===== src/rtl/code_lock_pkg.sv =====
// Shared state encoding and widths for the keypad code lock.
package code_lock_pkg;
  localparam logic [2:0] ST_LOCKED   = 3'd0;
  localparam logic [2:0] ST_INPUT    = 3'd1;
  localparam logic [2:0] ST_VERIFY   = 3'd2;
  localparam logic [2:0] ST_ERROR    = 3'd3;
  localparam logic [2:0] ST_UNLOCKED = 3'd4;
  localparam logic [2:0] ST_LOCKOUT  = 3'd5;

  localparam int TRIES_W = 4;

  typedef enum logic [2:0] {
    S_LOCKED   = ST_LOCKED,
    S_INPUT    = ST_INPUT,
    S_VERIFY   = ST_VERIFY,
    S_ERROR    = ST_ERROR,
    S_UNLOCKED = ST_UNLOCKED,
    S_LOCKOUT  = ST_LOCKOUT
  } state_t;
endpackage


===== src/rtl/code_lock_btn_decoder.sv =====
// Button press-edge detector: one event per press, one-hot check, index encoding.
module btn_decoder #(
  parameter int N_BTN = 4,
  parameter int DW    = $clog2(N_BTN)
) (
  input  logic             clk,
  input  logic             reset,
  input  logic [N_BTN-1:0] btn,
  output logic             valid_press,
  output logic             invalid_press,
  output logic [DW-1:0]    digit
);
  logic [N_BTN-1:0] prev_btn;
  logic             press, onehot;

  always_ff @(posedge clk) begin
    if (reset) prev_btn <= '0;
    else       prev_btn <= btn;
  end

  // an event needs a fully released keypad on the previous cycle, so holds never repeat
  assign press         = (btn != '0) && (prev_btn == '0);
  assign onehot        = (btn & (btn - N_BTN'(1))) == '0;
  assign valid_press   = press && onehot;
  assign invalid_press = press && !onehot;

  always_comb begin
    digit = '0;
    for (int i = 0; i < N_BTN; i++)
      if (btn[i]) digit = DW'(i);
  end
endmodule


===== src/rtl/code_lock.sv =====
// Keypad code lock: digit entry, one-cycle verify, retry budget and timed lockout.
module code_lock
  import code_lock_pkg::*;
#(
  parameter int N_BTN          = 4,
  parameter int CODE_LEN       = 4,
  parameter logic [CODE_LEN*$clog2(N_BTN)-1:0] PASSWORD = 8'b00_01_10_11,
  parameter int MAX_TRIES      = 3,
  parameter int LOCKOUT_CYCLES = 16
) (
  input  logic                          clk,
  input  logic                          reset,
  input  logic [N_BTN-1:0]              btn,
  input  logic                          enter,
  input  logic                          clear,
  output logic [2:0]                    state,
  output logic                          locked,
  output logic                          unlocked,
  output logic                          error,
  output logic                          lockout,
  output logic [$clog2(CODE_LEN+2)-1:0] digit_count,
  output logic [TRIES_W-1:0]            tries_left,
  output logic                          invalid
);
  localparam int DW = $clog2(N_BTN);
  localparam int CW = $clog2(CODE_LEN+2);
  localparam int SW = CODE_LEN*DW;
  localparam int TW = (LOCKOUT_CYCLES < 2) ? 1 : $clog2(LOCKOUT_CYCLES);

  state_t             st, st_n;
  logic [SW-1:0]      shift, shift_n;
  logic [CW-1:0]      cnt, cnt_n;
  logic               bad, bad_n;
  logic [TRIES_W-1:0] tries, tries_n;
  logic [TW-1:0]      timer, timer_n;
  logic               valid_press, invalid_press, match;
  logic [DW-1:0]      digit;

  btn_decoder #(.N_BTN(N_BTN), .DW(DW)) u_dec (
    .clk(clk), .reset(reset), .btn(btn),
    .valid_press(valid_press), .invalid_press(invalid_press), .digit(digit)
  );

  assign match = (cnt == CW'(CODE_LEN)) && (shift == PASSWORD) && !bad;

  always_comb begin
    st_n    = st;
    shift_n = shift;
    cnt_n   = cnt;
    bad_n   = bad;
    tries_n = tries;
    timer_n = timer;
    case (st)
      S_LOCKED: if (enter) begin
        st_n    = S_INPUT;
        shift_n = '0;
        cnt_n   = '0;
        bad_n   = 1'b0;
      end
      S_INPUT: begin
        if (clear)      st_n = S_LOCKED;
        else if (enter) st_n = S_VERIFY;
        else if (valid_press) begin
          shift_n = (shift << DW) | SW'(digit);
          // count sticks one past the code length so overflow can never match
          if (cnt != CW'(CODE_LEN+1)) cnt_n = cnt + CW'(1);
        end else if (invalid_press) bad_n = 1'b1;
      end
      S_VERIFY: begin
        if (match) begin
          st_n    = S_UNLOCKED;
          tries_n = TRIES_W'(MAX_TRIES);
        end else if (tries > TRIES_W'(1)) begin
          st_n    = S_ERROR;
          tries_n = tries - TRIES_W'(1);
        end else begin
          st_n    = S_LOCKOUT;
          tries_n = '0;
          timer_n = TW'(LOCKOUT_CYCLES-1);
        end
      end
      S_ERROR, S_UNLOCKED: if (clear) st_n = S_LOCKED;
      S_LOCKOUT: begin
        if (timer == '0) begin
          st_n    = S_LOCKED;
          tries_n = TRIES_W'(MAX_TRIES);
        end else timer_n = timer - TW'(1);
      end
      default: st_n = S_LOCKED;
    endcase
  end

  always_ff @(posedge clk) begin
    if (reset) begin
      st      <= S_LOCKED;
      shift   <= '0;
      cnt     <= '0;
      bad     <= 1'b0;
      tries   <= TRIES_W'(MAX_TRIES);
      timer   <= '0;
      invalid <= 1'b0;
    end else begin
      st      <= st_n;
      shift   <= shift_n;
      cnt     <= cnt_n;
      bad     <= bad_n;
      tries   <= tries_n;
      timer   <= timer_n;
      invalid <= invalid_press;
    end
  end

  assign state       = st;
  assign locked      = (st == S_LOCKED);
  assign unlocked    = (st == S_UNLOCKED);
  assign error       = (st == S_ERROR);
  assign lockout     = (st == S_LOCKOUT);
  assign digit_count = cnt;
  assign tries_left  = tries;
endmodule


===== config.mk =====
export PLATFORM = sky130hd
export DESIGN_NAME = code_lock
export DESIGN_NICKNAME = d
export VERILOG_FILES = /design/src/rtl/code_lock_pkg.sv /design/src/rtl/code_lock_btn_decoder.sv /design/src/rtl/code_lock.sv
export SDC_FILE = /design/constraint.sdc
export NUM_CORES = 1
export LEC_CHECK = 0
export BUFFER_PORTS_ARGS = -buffer_cell sky130_fd_sc_hd__buf_4
export CORE_UTILIZATION = 30
export DETAILED_ROUTE_END_ITERATION = 16
export PLACE_DENSITY = 0.52
export SLEW_MARGIN = 30
export SYNTH_ARGS = -nofsm -noshare
export SYNTH_HDL_FRONTEND = slang
export SYNTH_SLANG_ARGS = --single-unit

===== constraint.sdc =====
create_clock -name clk -period 1.6 [get_ports clk]
set_input_delay 0.16 -clock clk [delete_from_list [all_inputs] [get_ports clk]]
set_output_delay 0.16 -clock clk [all_outputs]
set_load 0.005 [all_outputs]

==> results.sh, run 1 <==
export IMPL_status="completed"
export IMPL_via_per_inst=4.906
export IMPL_tns_ns=0
export IMPL_wl_per_cell_um=12.62
export IMPL_h_tree_depth=1
export IMPL_r2r_slack_ns=0.05
export IMPL_crit_required_ns=1.82
export IMPL_period_minus_slack_ns=1.552
export IMPL_slew_headroom=0.5711
export IMPL_rsz0062_at_grt="true"
export IMPL_p_total_mw=1.562
export IMPL_drt_iter0_markers=41
export IMPL_ioPinCount=23
export IMPL_synthArstFlopShare=0
export IMPL_die_h_um=75.44
export IMPL_start_util=0.3148
export IMPL_whs_ns=0.1376
export IMPL_finalCritPeriodShare=0.9699
export IMPL_cts_setup_buffers=0
export IMPL_syn_area_sq_um=1618
export IMPL_antenna_found_initial=0
export IMPL_clk_pin_slew_ns=0.10
export IMPL_diodes=0
export IMPL_p_leak_nw=0.8932
export IMPL_drt_pass1_iter_count=4
export IMPL_r2r_cells=6
export IMPL_clock_sinks=28
export IMPL_grt_pass1_vias=1388
export IMPL_fp_dieW_um=75.44
export IMPL_pre_cts_ws_ns=0.0002115
export IMPL_worstSetupPathType="reg2reg"
export IMPL_synth_seq_area_share=0.3465
export IMPL_syn_avg_cell_area_sq_um=8.470
export IMPL_fin_ws_ns=0.04813
export IMPL_synth_simple_area_share=0.2931
export IMPL_cts_path_max_buffers=2
export IMPL_tritoncts="done"
export IMPL_pwr_density_cell_nw_per_um2=714.4
export IMPL_yosys_area_share_adder=0.05259
export IMPL_track_usage=0.1451
export IMPL_synth_compound_area_frac=0.2096
export IMPL_fmax_mhz=644.4
export IMPL_layout_area_overhead_vs_synth_pct=35.19
export IMPL_numCtsBuffers=3
export IMPL_num_rows=26
export IMPL_finalMaxSlewViolations=0
export IMPL_die_area_sq_um=5690
export IMPL_synthCells=191
export IMPL_hold_depth=2
export IMPL_grt_max_degree=18
export IMPL_drv_cap=0
export IMPL_start_kind="flop"
export IMPL_cp_slowest_cell="a2111o_1"
export IMPL_wl_um=3900
export IMPL_synth_nets=205
export IMPL_nets=254
export IMPL_tightest_slew_ns=0.6394
export IMPL_crit_arrival_ns=1.77
export IMPL_grt_pass1_wl_um=6368
export IMPL_synth_edf_count=0
export IMPL_whs_endpoint="u_dec.prev_btn[3]"
export IMPL_finClkSkew_ns=0.002161
export IMPL_route_detailed_drc=0
export IMPL_ys_warn_count=0
export IMPL_vias=1516
export IMPL_crit_path_max_fanout=3
export IMPL_drive_gt1_frac=0.3180
export IMPL_coreArea_sq_um=5140
export IMPL_synth_seq_cells=28
export IMPL_hold_path_class="in2reg"
export IMPL_ant_nets=0
export IMPL_root_buffer="clkbuf_8"
export IMPL_hpwl_um=2970
export IMPL_end_kind="flop"
export IMPL_gp_congestion=0.8493
export IMPL_ys_flop_type="dfxtp_1"
export IMPL_rr_startpoint="digit_count[1]"
export IMPL_crit_path_cell_trace="inv_1, ha_1, and4b_1, and3_1, a2111o_1, a21oi_1"
export IMPL_synth_xor_area_share=0.02166
export IMPL_final_hold_violation_count=0
export IMPL_clock_latency_ns=0.27
export IMPL_vdd_drop_max_mv=0.3276
export IMPL_max_stage_delay_ns=0.40
export IMPL_r2r_end="state[0]"
export IMPL_numPortBuffers=22
export IMPL_grt_ovfl_total=0
export IMPL_min_from="btn[3]"
export IMPL_fillCellCount=545
export IMPL_finalSetupViolCount=0
export IMPL_synth_top_family_by_area="simple AND/OR/NAND/NOR gates"
export IMPL_synthMuxAreaShare=0.01237
export IMPL_ys_types=51
-- cells in the mapped netlist (5+ instances only) --
cell type / n / area share
dfxtp_1: 28 / 0.35
a21oi_1: 16 / 0.049
nor2b_1: 14 / 0.054
nor2_1: 13 / 0.030
o21ai_0: 12 / 0.037
inv_1: 10 / 0.023
nand3_1: 9 / 0.028
nor3_1: 8 / 0.025
ha_1: 6 / 0.046
nand4_1: 6 / 0.023
buf_2: 5 / 0.015
-- worst max-delay path, delay by kind of cell (launching register included) --
kind            cells  cell delay, ns
buf+inv             1            0.06
simple gates        2            0.40
fa+ha+maj           1            0.17
compound gates      2            0.52
flops               1            0.34
-- flip-flops by register name (all words and copies together), names as in the netlist --
name and count:
shift 8, timer 4, tries_left 4, u_dec.prev_btn 4, digit_count 3, state 3
bad 1, invalid 1
-- layout by cell type (no fill, tap or decap), types with 3 or more instances in the layout --
master / n
buf_4: 56
dfxtp_1: 26
a21oi_1: 15
nor2b_1: 14
nor2_1: 11
o21ai_0: 11
inv_1: 10
nand3_1: 8
nor3_1: 7
nand4_1: 6
ha_1: 6
xor2_1: 4
nand2_1: 4
nor3b_1: 3
o21a_1: 3
clkbuf_8: 3
-- logic make-up (layout without fill, tap and decap cells) --
kind of cell,Yosys count,count (layout)
AO/OA/AOI/OAI,51,51
multiplexers,2,2
AND/OR/NAND/NOR,77,77
flip-flops,28,28
XOR/XNOR,4,4
buffers and inverters,22,70
adder cells (fa/ha/maj),7,7
-- how the worst max path moves through the flow --
stage                                 start             end  slack [ns]  cells past startpoint
after global placement    u_dec.prev_btn[1]  digit_count[1]        0.03                      5
after CTS                    digit_count[1]        state[0]  -0.0000004                      6
final                        digit_count[1]        state[0]        0.05                      6
after detailed placement  u_dec.prev_btn[1]  digit_count[1]      0.0002                      5
after floorplan              digit_count[0]        state[0]        0.02                      6
after global routing         digit_count[0]        state[0]       -0.05                      6
-- timing repair --
item / CTS / global route
gates resized for setup: 1 / 14
pin swaps: 0 / 1
hold buffers: 0 / 0
setup endpoints to repair: 2 / 11
-- power by group --
part / internal [mW] / switching (mW)
clock network: 0.335 / 0.238
logic: 0.127 / 0.136
registers: 0.713 / 0.0139
-- per-stage QoR --
step,area (sq um),cells,util
2_1_floorplan,1618,191,-
3_3_place_gp,2059,305,0.4007
3_5_place_dp,2059,305,0.4007
4_1_cts,2136,309,0.4155
5_1_grt,2187,309,0.4255
6_report,2187,309,0.4255
-- per-layer routing --
layer | GRT usage | wire (um) | up-vias
met3 | 0.01587 | 80 | 2
met5 | 0 | 0 | -
met4 | 0.03086 | 17 | 0
met2 | 0.2431 | 1868 | 14
li1 | - | - | 795
met1 | 0.2018 | 1934 | 705
-- final cells by class --
type                       instances  area, sq um  area share
multi-input combinational        141         1007      0.4605
tap                               70        87.58     0.04005
timing repair buffer              56        420.4      0.1922
clock buffer                       3        41.29     0.01888
clock inverter                     1        30.03     0.01373
inverter                          10        37.54     0.01716
sequential                        28        563.0      0.2574
(Power assumes the default switching activity.)
==> run 2: changes to the inputs <==
- BUFFER_PORTS_ARGS: -buffer_cell sky130_fd_sc_hd__buf_4 -> unset
- DONT_BUFFER_PORTS: unset -> 1
- PLACE_DENSITY: 0.52 -> 0.48
- SLEW_MARGIN: 30 -> 20
==> run 2 against run 1 <==
  * Utilization is 3.6 points lower
  * Critical path depth stayed put
  * Final cell count is 8.4% lower
  * Global-route usage is 1.1 points higher
  * Die area stayed put
  * Highest routed layer unchanged
==> results.sh, run 2 (synthesis results as in run 1) <==
export IMPL_clock_latency_ns=0.28
export IMPL_layout_area_overhead_vs_synth_pct=23.67
export IMPL_ant_nets=0
export IMPL_grt_pass1_wl_um=6762
export IMPL_final_cell_mix="buf_4, dfxtp_1, a21oi_1"
export IMPL_hold_depth=1
export IMPL_p_leak_nw=0.7758
export IMPL_fillCellCount=566
export IMPL_tritoncts="done"
export IMPL_num_rows=26
export IMPL_grt_busiest_layer="met2"
export IMPL_numPortBuffers=0
export IMPL_drv_cap=0
export IMPL_hpwl_um=3041
export IMPL_grtUsageMet3=0.02116
export IMPL_met1_usage=0.2000
export IMPL_coreArea_sq_um=5140
export IMPL_finalMaxSlewViolations=0
export IMPL_tightest_slew_ns=0.8285
export IMPL_grt_pass1_vias=1402
export IMPL_use_met2=0.2788
export IMPL_finalCritPeriodShare=0.9843
export IMPL_cts_path_max_buffers=2
export IMPL_fp_dieW_um=75.44
export IMPL_vdd_drop_max_mv=0.4461
export IMPL_gp_congestion=0.8033
export IMPL_tns_ns=0
export IMPL_root_buffer="clkbuf_8"
export IMPL_finalSetupViolCount=0
export IMPL_diodes=0
export IMPL_largest_register_ffs=8
export IMPL_h_tree_depth=1
export IMPL_vias=1465
export IMPL_r2r_cells=6
export IMPL_drt_iter0_markers=29
export IMPL_slew_headroom=0.4458
export IMPL_status="completed"
export IMPL_drt_pass1_iter_count=4
export IMPL_clk_pin_slew_ns=0.10
export IMPL_nets=228
export IMPL_route_detailed_drc=0
export IMPL_rsz0062_at_grt="true"
export IMPL_crit_path_max_fanout=3
export IMPL_ioPinCount=23
export IMPL_largest_register="shift"
export IMPL_track_usage=0.1557
export IMPL_via_per_inst=5.177
export IMPL_start_util=0.3148
export IMPL_crit_required_ns=1.81
export IMPL_wl_um=4195
export IMPL_numCtsBuffers=3
export IMPL_end_kind="flop"
export IMPL_pwr_density_cell_nw_per_um2=752.5
export IMPL_final_hold_violation_count=0
export IMPL_grt_max_degree=21
export IMPL_antenna_found_initial=0
export IMPL_die_h_um=75.44
export IMPL_wl_per_cell_um=14.82
export IMPL_clock_sinks=28
export IMPL_pre_cts_ws_ns=0.03101
export IMPL_fin_ws_ns=0.02505
export IMPL_finClkSkew_ns=0.002571
export IMPL_grt_ovfl_total=0
export IMPL_period_minus_slack_ns=1.575
export IMPL_fmax_mhz=634.9
export IMPL_die_area_sq_um=5690
export IMPL_crit_arrival_ns=1.78
export IMPL_start_kind="flop"
export IMPL_hold_path_class="in2reg"
export IMPL_final_common_cell="buf_4"
export IMPL_drive_gt1_frac=0.2207
export IMPL_worstSetupPathType="reg2reg"
==> run 2: cell count changes in the layout (fill, tap and decap cells not counted), sizes merged <==
cell         change
buf             -28
dlygate4sd3      +2
==> run 2: cell type report <==
class                      count  area (sq um)  share of cell area
clock inverter                 1         30.03             0.01501
tap                           70         87.58             0.04378
timing repair buffer          30         234.0              0.1169
sequential                    28         564.3              0.2821
clock buffer                   3         41.29             0.02064
multi-input combinational    141          1006              0.5028
inverter                      10         37.54             0.01876
==> run 2: repair_timing <==
action | in CTS | in global routing
hold buffers | 2 | 0
endpoints found under the setup margin | 1 | 12
endpoints found under the hold margin | 20 | 0
setup buffers | 0 | 1
gates cloned | 0 | 0
pin swaps | 0 | 2
gates resized for setup | 2 | 12
==> run 2: where the power goes <==
part | switching (mW) | internal (mW)
Combinational | 0.112 | 0.0887
Sequential | 0.0152 | 0.714
Clock | 0.240 | 0.335
Total | 0.368 | 1.14
==> run 2: through the flow <==
| step | power (mW) | instances | instance area (sq um) | hold slack (ns) | utilization |
|---|---|---|---|---|---|
| after detailed placement | 0.9264 | 276 | 1842 | 0.2339 | 0.3583 |
| after CTS | 1.510 | 282 | 1936 | 0.004505 | 0.3766 |
| final | 1.506 | 283 | 2001 | 0.007281 | 0.3892 |
| after global routing | 1.572 | 283 | 2001 | 0.009191 | 0.3892 |
| after global placement | 0.9206 | 276 | 1842 | 0.2313 | 0.3583 |
| after floorplan | 0.8753 | 191 | 1618 | 0.2882 | - |
==> run 2: layer usage <==
layer  wire length, um  vias to the layer above
met2              2076                       20
li1                  -                      743
met3               140                        4
met4                27                        0
met5                 0                        -
met1              1950                      698
==> run 2: path summary, 6_finish.rpt <==
kind                       start           endpoint  slack [ns]
hold reg to reg              bad                bad        0.48
setup / recovery  digit_count[0]           state[0]        0.03
setup reg to reg  digit_count[0]           state[0]        0.03
hold / removal            btn[1]  u_dec.prev_btn[1]       0.007
==> run 2: critical path: stages, from the launching register on <==
cell and delay (ns):
dfxtp_2 0.34, inv_1 0.05, ha_1 0.18, and4b_1 0.20, and3_1 0.20, a2111o_1 0.40, a21oi_1 0.13
==> run 3: changes to the inputs <==
- SLEW_MARGIN: 20 -> 15
- clock period: 1.6 -> 1.4 ns (I/O delays scaled with it)
==> run 3 against run 2 <==
  * The flow now finishes with violations (negative hold slack, negative setup slack)
  * Routed wire length is 9.6% higher
  * Global-route usage is 0.91 points higher
  * Sequential share of layout area is 4.2 points lower
  * Sequential cell count stayed put
  * Via count is 10% higher
  * Count of clock-buffer cells in the layout stayed put
  * Non-clock buffer count is 22 higher
  * Register-to-register slack worse by 0.17 ns
  * Critical endpoint unchanged
  * Largest power group unchanged
==> results.sh, run 3 (synthesis results as in run 1) <==
export IMPL_antenna_found_initial=0
export IMPL_vias=1615
export IMPL_numPortBuffers=0
export IMPL_finalCritPeriodShare=1.102
export IMPL_grt_ovfl_total=0
export IMPL_final_hold_violation_count=16
export IMPL_route_detailed_drc=0
export IMPL_hpwl_um=3172
export IMPL_clock_sinks=28
export IMPL_finalSetupViolCount=20
export IMPL_pwr_density_cell_nw_per_um2=732.8
export IMPL_cpLargestDelayFamily="compound AO/OA/AOI/OAI gates"
export IMPL_drt_pass1_iter_count=4
export IMPL_period_minus_slack_ns=1.543
export IMPL_wl_um=4598
export IMPL_pre_cts_ws_ns=-0.1506
export IMPL_via_per_inst=5.295
export IMPL_largest_register="shift"
export IMPL_tns_ns=-0.9060
export IMPL_worstSetupPathType="reg2reg"
export IMPL_crit_path_cell_trace="inv_2, ha_2, and4b_2, and3_4, a2111o_1, a21oi_1"
export IMPL_fin_ws_ns=-0.1432
export IMPL_rr_startpoint="digit_count[0]"
export IMPL_crit_cells=6
export IMPL_status="finished with violations"
export IMPL_hold_depth=1
export IMPL_grt_pass1_vias=1578
export IMPL_drt_iter0_markers=61
export IMPL_crit_start="digit_count[0]"
export IMPL_final_cell_mix="buf_4, dfxtp_1, nor2b_1"
export IMPL_gp_congestion=0.8318
export IMPL_clk_pin_slew_ns=0.11
export IMPL_grt_max_degree=29
export IMPL_drive_gt1_frac=0.4596
export IMPL_fp_dieW_um=75.44
export IMPL_fin_cells=305
export IMPL_hold_path_class="in2reg"
export IMPL_p_leak_nw=0.9133
export IMPL_placedCellCount=287
export IMPL_slew_headroom=0.6846
export IMPL_h_tree_depth=1
export IMPL_largest_register_ffs=8
export IMPL_final_common_cell="buf_4"
export IMPL_layout_area_overhead_vs_synth_pct=50.12
export IMPL_die_area_sq_um=5690
export IMPL_whs_ns=-0.08937
export IMPL_hold_buffers=4
export IMPL_ioPinCount=23
export IMPL_max_stage_delay_ns=0.37
export IMPL_r2r_cells=6
export IMPL_end_kind="flop"
export IMPL_start_util=0.3148
export IMPL_r2r_slack_ns=-0.14
export IMPL_drv_cap=0
export IMPL_crit_arrival_ns=1.75
export IMPL_whs_endpoint="shift[0]"
export IMPL_finalMaxSlewViolations=0
export IMPL_critical_path_buf_inv_count=1
export IMPL_die_h_um=75.44
export IMPL_r2r_end="state[0]"
export IMPL_clock_latency_ns=0.28
export IMPL_crit_path_max_fanout=3
export IMPL_start_kind="flop"
export IMPL_track_usage=0.1648
export IMPL_coreArea_sq_um=5140
export IMPL_ant_nets=0
export IMPL_grt_pass1_wl_um=7176
export IMPL_fmax_mhz=648.0
export IMPL_wl_per_cell_um=15.08
export IMPL_numCtsBuffers=3
export IMPL_num_rows=26
export IMPL_rsz0062_at_grt="true"
export IMPL_nets=250
export IMPL_cp_slowest_cell="a2111o_1"
export IMPL_root_buffer="clkbuf_8"
export IMPL_vdd_drop_max_mv=0.6157
export IMPL_fillCellCount=526
export IMPL_diodes=0
export IMPL_tightest_slew_ns=0.4702
export IMPL_crit_required_ns=1.61
export IMPL_cts_path_max_buffers=2
export IMPL_tritoncts="done"
export IMPL_finClkSkew_ns=0.007762
export IMPL_min_from="reset"
export IMPL_violations="negative hold slack, negative setup slack"
[run 3: changes by cell type in the layout (fill, tap and decap cells not counted), moves of 5 or more]
| cell | delta |
|---|---|
| buf_6 | +10 |
| dfxtp_1 | -10 |
| buf_4 | +8 |
| dfxtp_2 | +8 |
| o21ai_0 | -7 |
| a21oi_1 | -5 |
| a21oi_2 | +5 |
| o21ai_1 | +5 |
[run 3: routing by layer]
layer  up-vias  share of wire  track usage
met3         6          0.030      0.02910
met2        33           0.55       0.3204
li1        791              -            -
met4         0          0.011      0.03498
met5         -              0            0
met1       785           0.41       0.1861
[run 3: area by class of cell]
type / instances / area (sq um) / share of cell area
multi-input cells: 141 / 1204 / 0.4956
flip-flops and latches: 28 / 581.8 / 0.2396
inverters: 10 / 37.54 / 0.01546
clock inverters: 1 / 30.03 / 0.01236
clock buffers: 3 / 41.29 / 0.01700
well taps: 70 / 87.58 / 0.03606
repair buffers: 52 / 446.7 / 0.1839
[run 3: worst reg2reg max path, cell delays in order (launching register included)]
cell	delay (ns)
dfxtp_2	0.36
inv_2	0.04
ha_2	0.16
and4b_2	0.23
and3_4	0.19
a2111o_1	0.37
a21oi_1	0.12
[run 3: per-stage QoR]
step | instance area (sq um) | total power, mW | util
5_1_grt | 2429 | 1.851 | 0.4725
4_1_cts | 2192 | 1.758 | 0.4265
2_1_floorplan | 1695 | 1.011 | -
3_3_place_gp | 1982 | 1.080 | 0.3856
6_report | 2429 | 1.780 | 0.4725
3_5_place_dp | 1982 | 1.083 | 0.3856
[run 3: timing repair]
item | CTS | global route
resized for setup | 21 | 46
gates cloned | 1 | 1
pin swaps | 6 | 21
endpoints found under the hold margin | 21 | 16
buffers inserted | 2 | 6
setup endpoints to repair | 25 | 26
[run 3: how the worst max path moves through the flow]
stage | end
finish | state[0]
CTS | state[0]
global route | tries_left[0]
detailed placement | digit_count[1]
global placement | digit_count[1]
floorplan | timer[0]
[run 3: report_power, final]
part           internal (mW)  total [mW]  switching (mW)
combinational          0.145       0.291           0.146
sequential             0.815       0.834          0.0191
clock                  0.383       0.655           0.272
total                   1.34        1.78           0.437
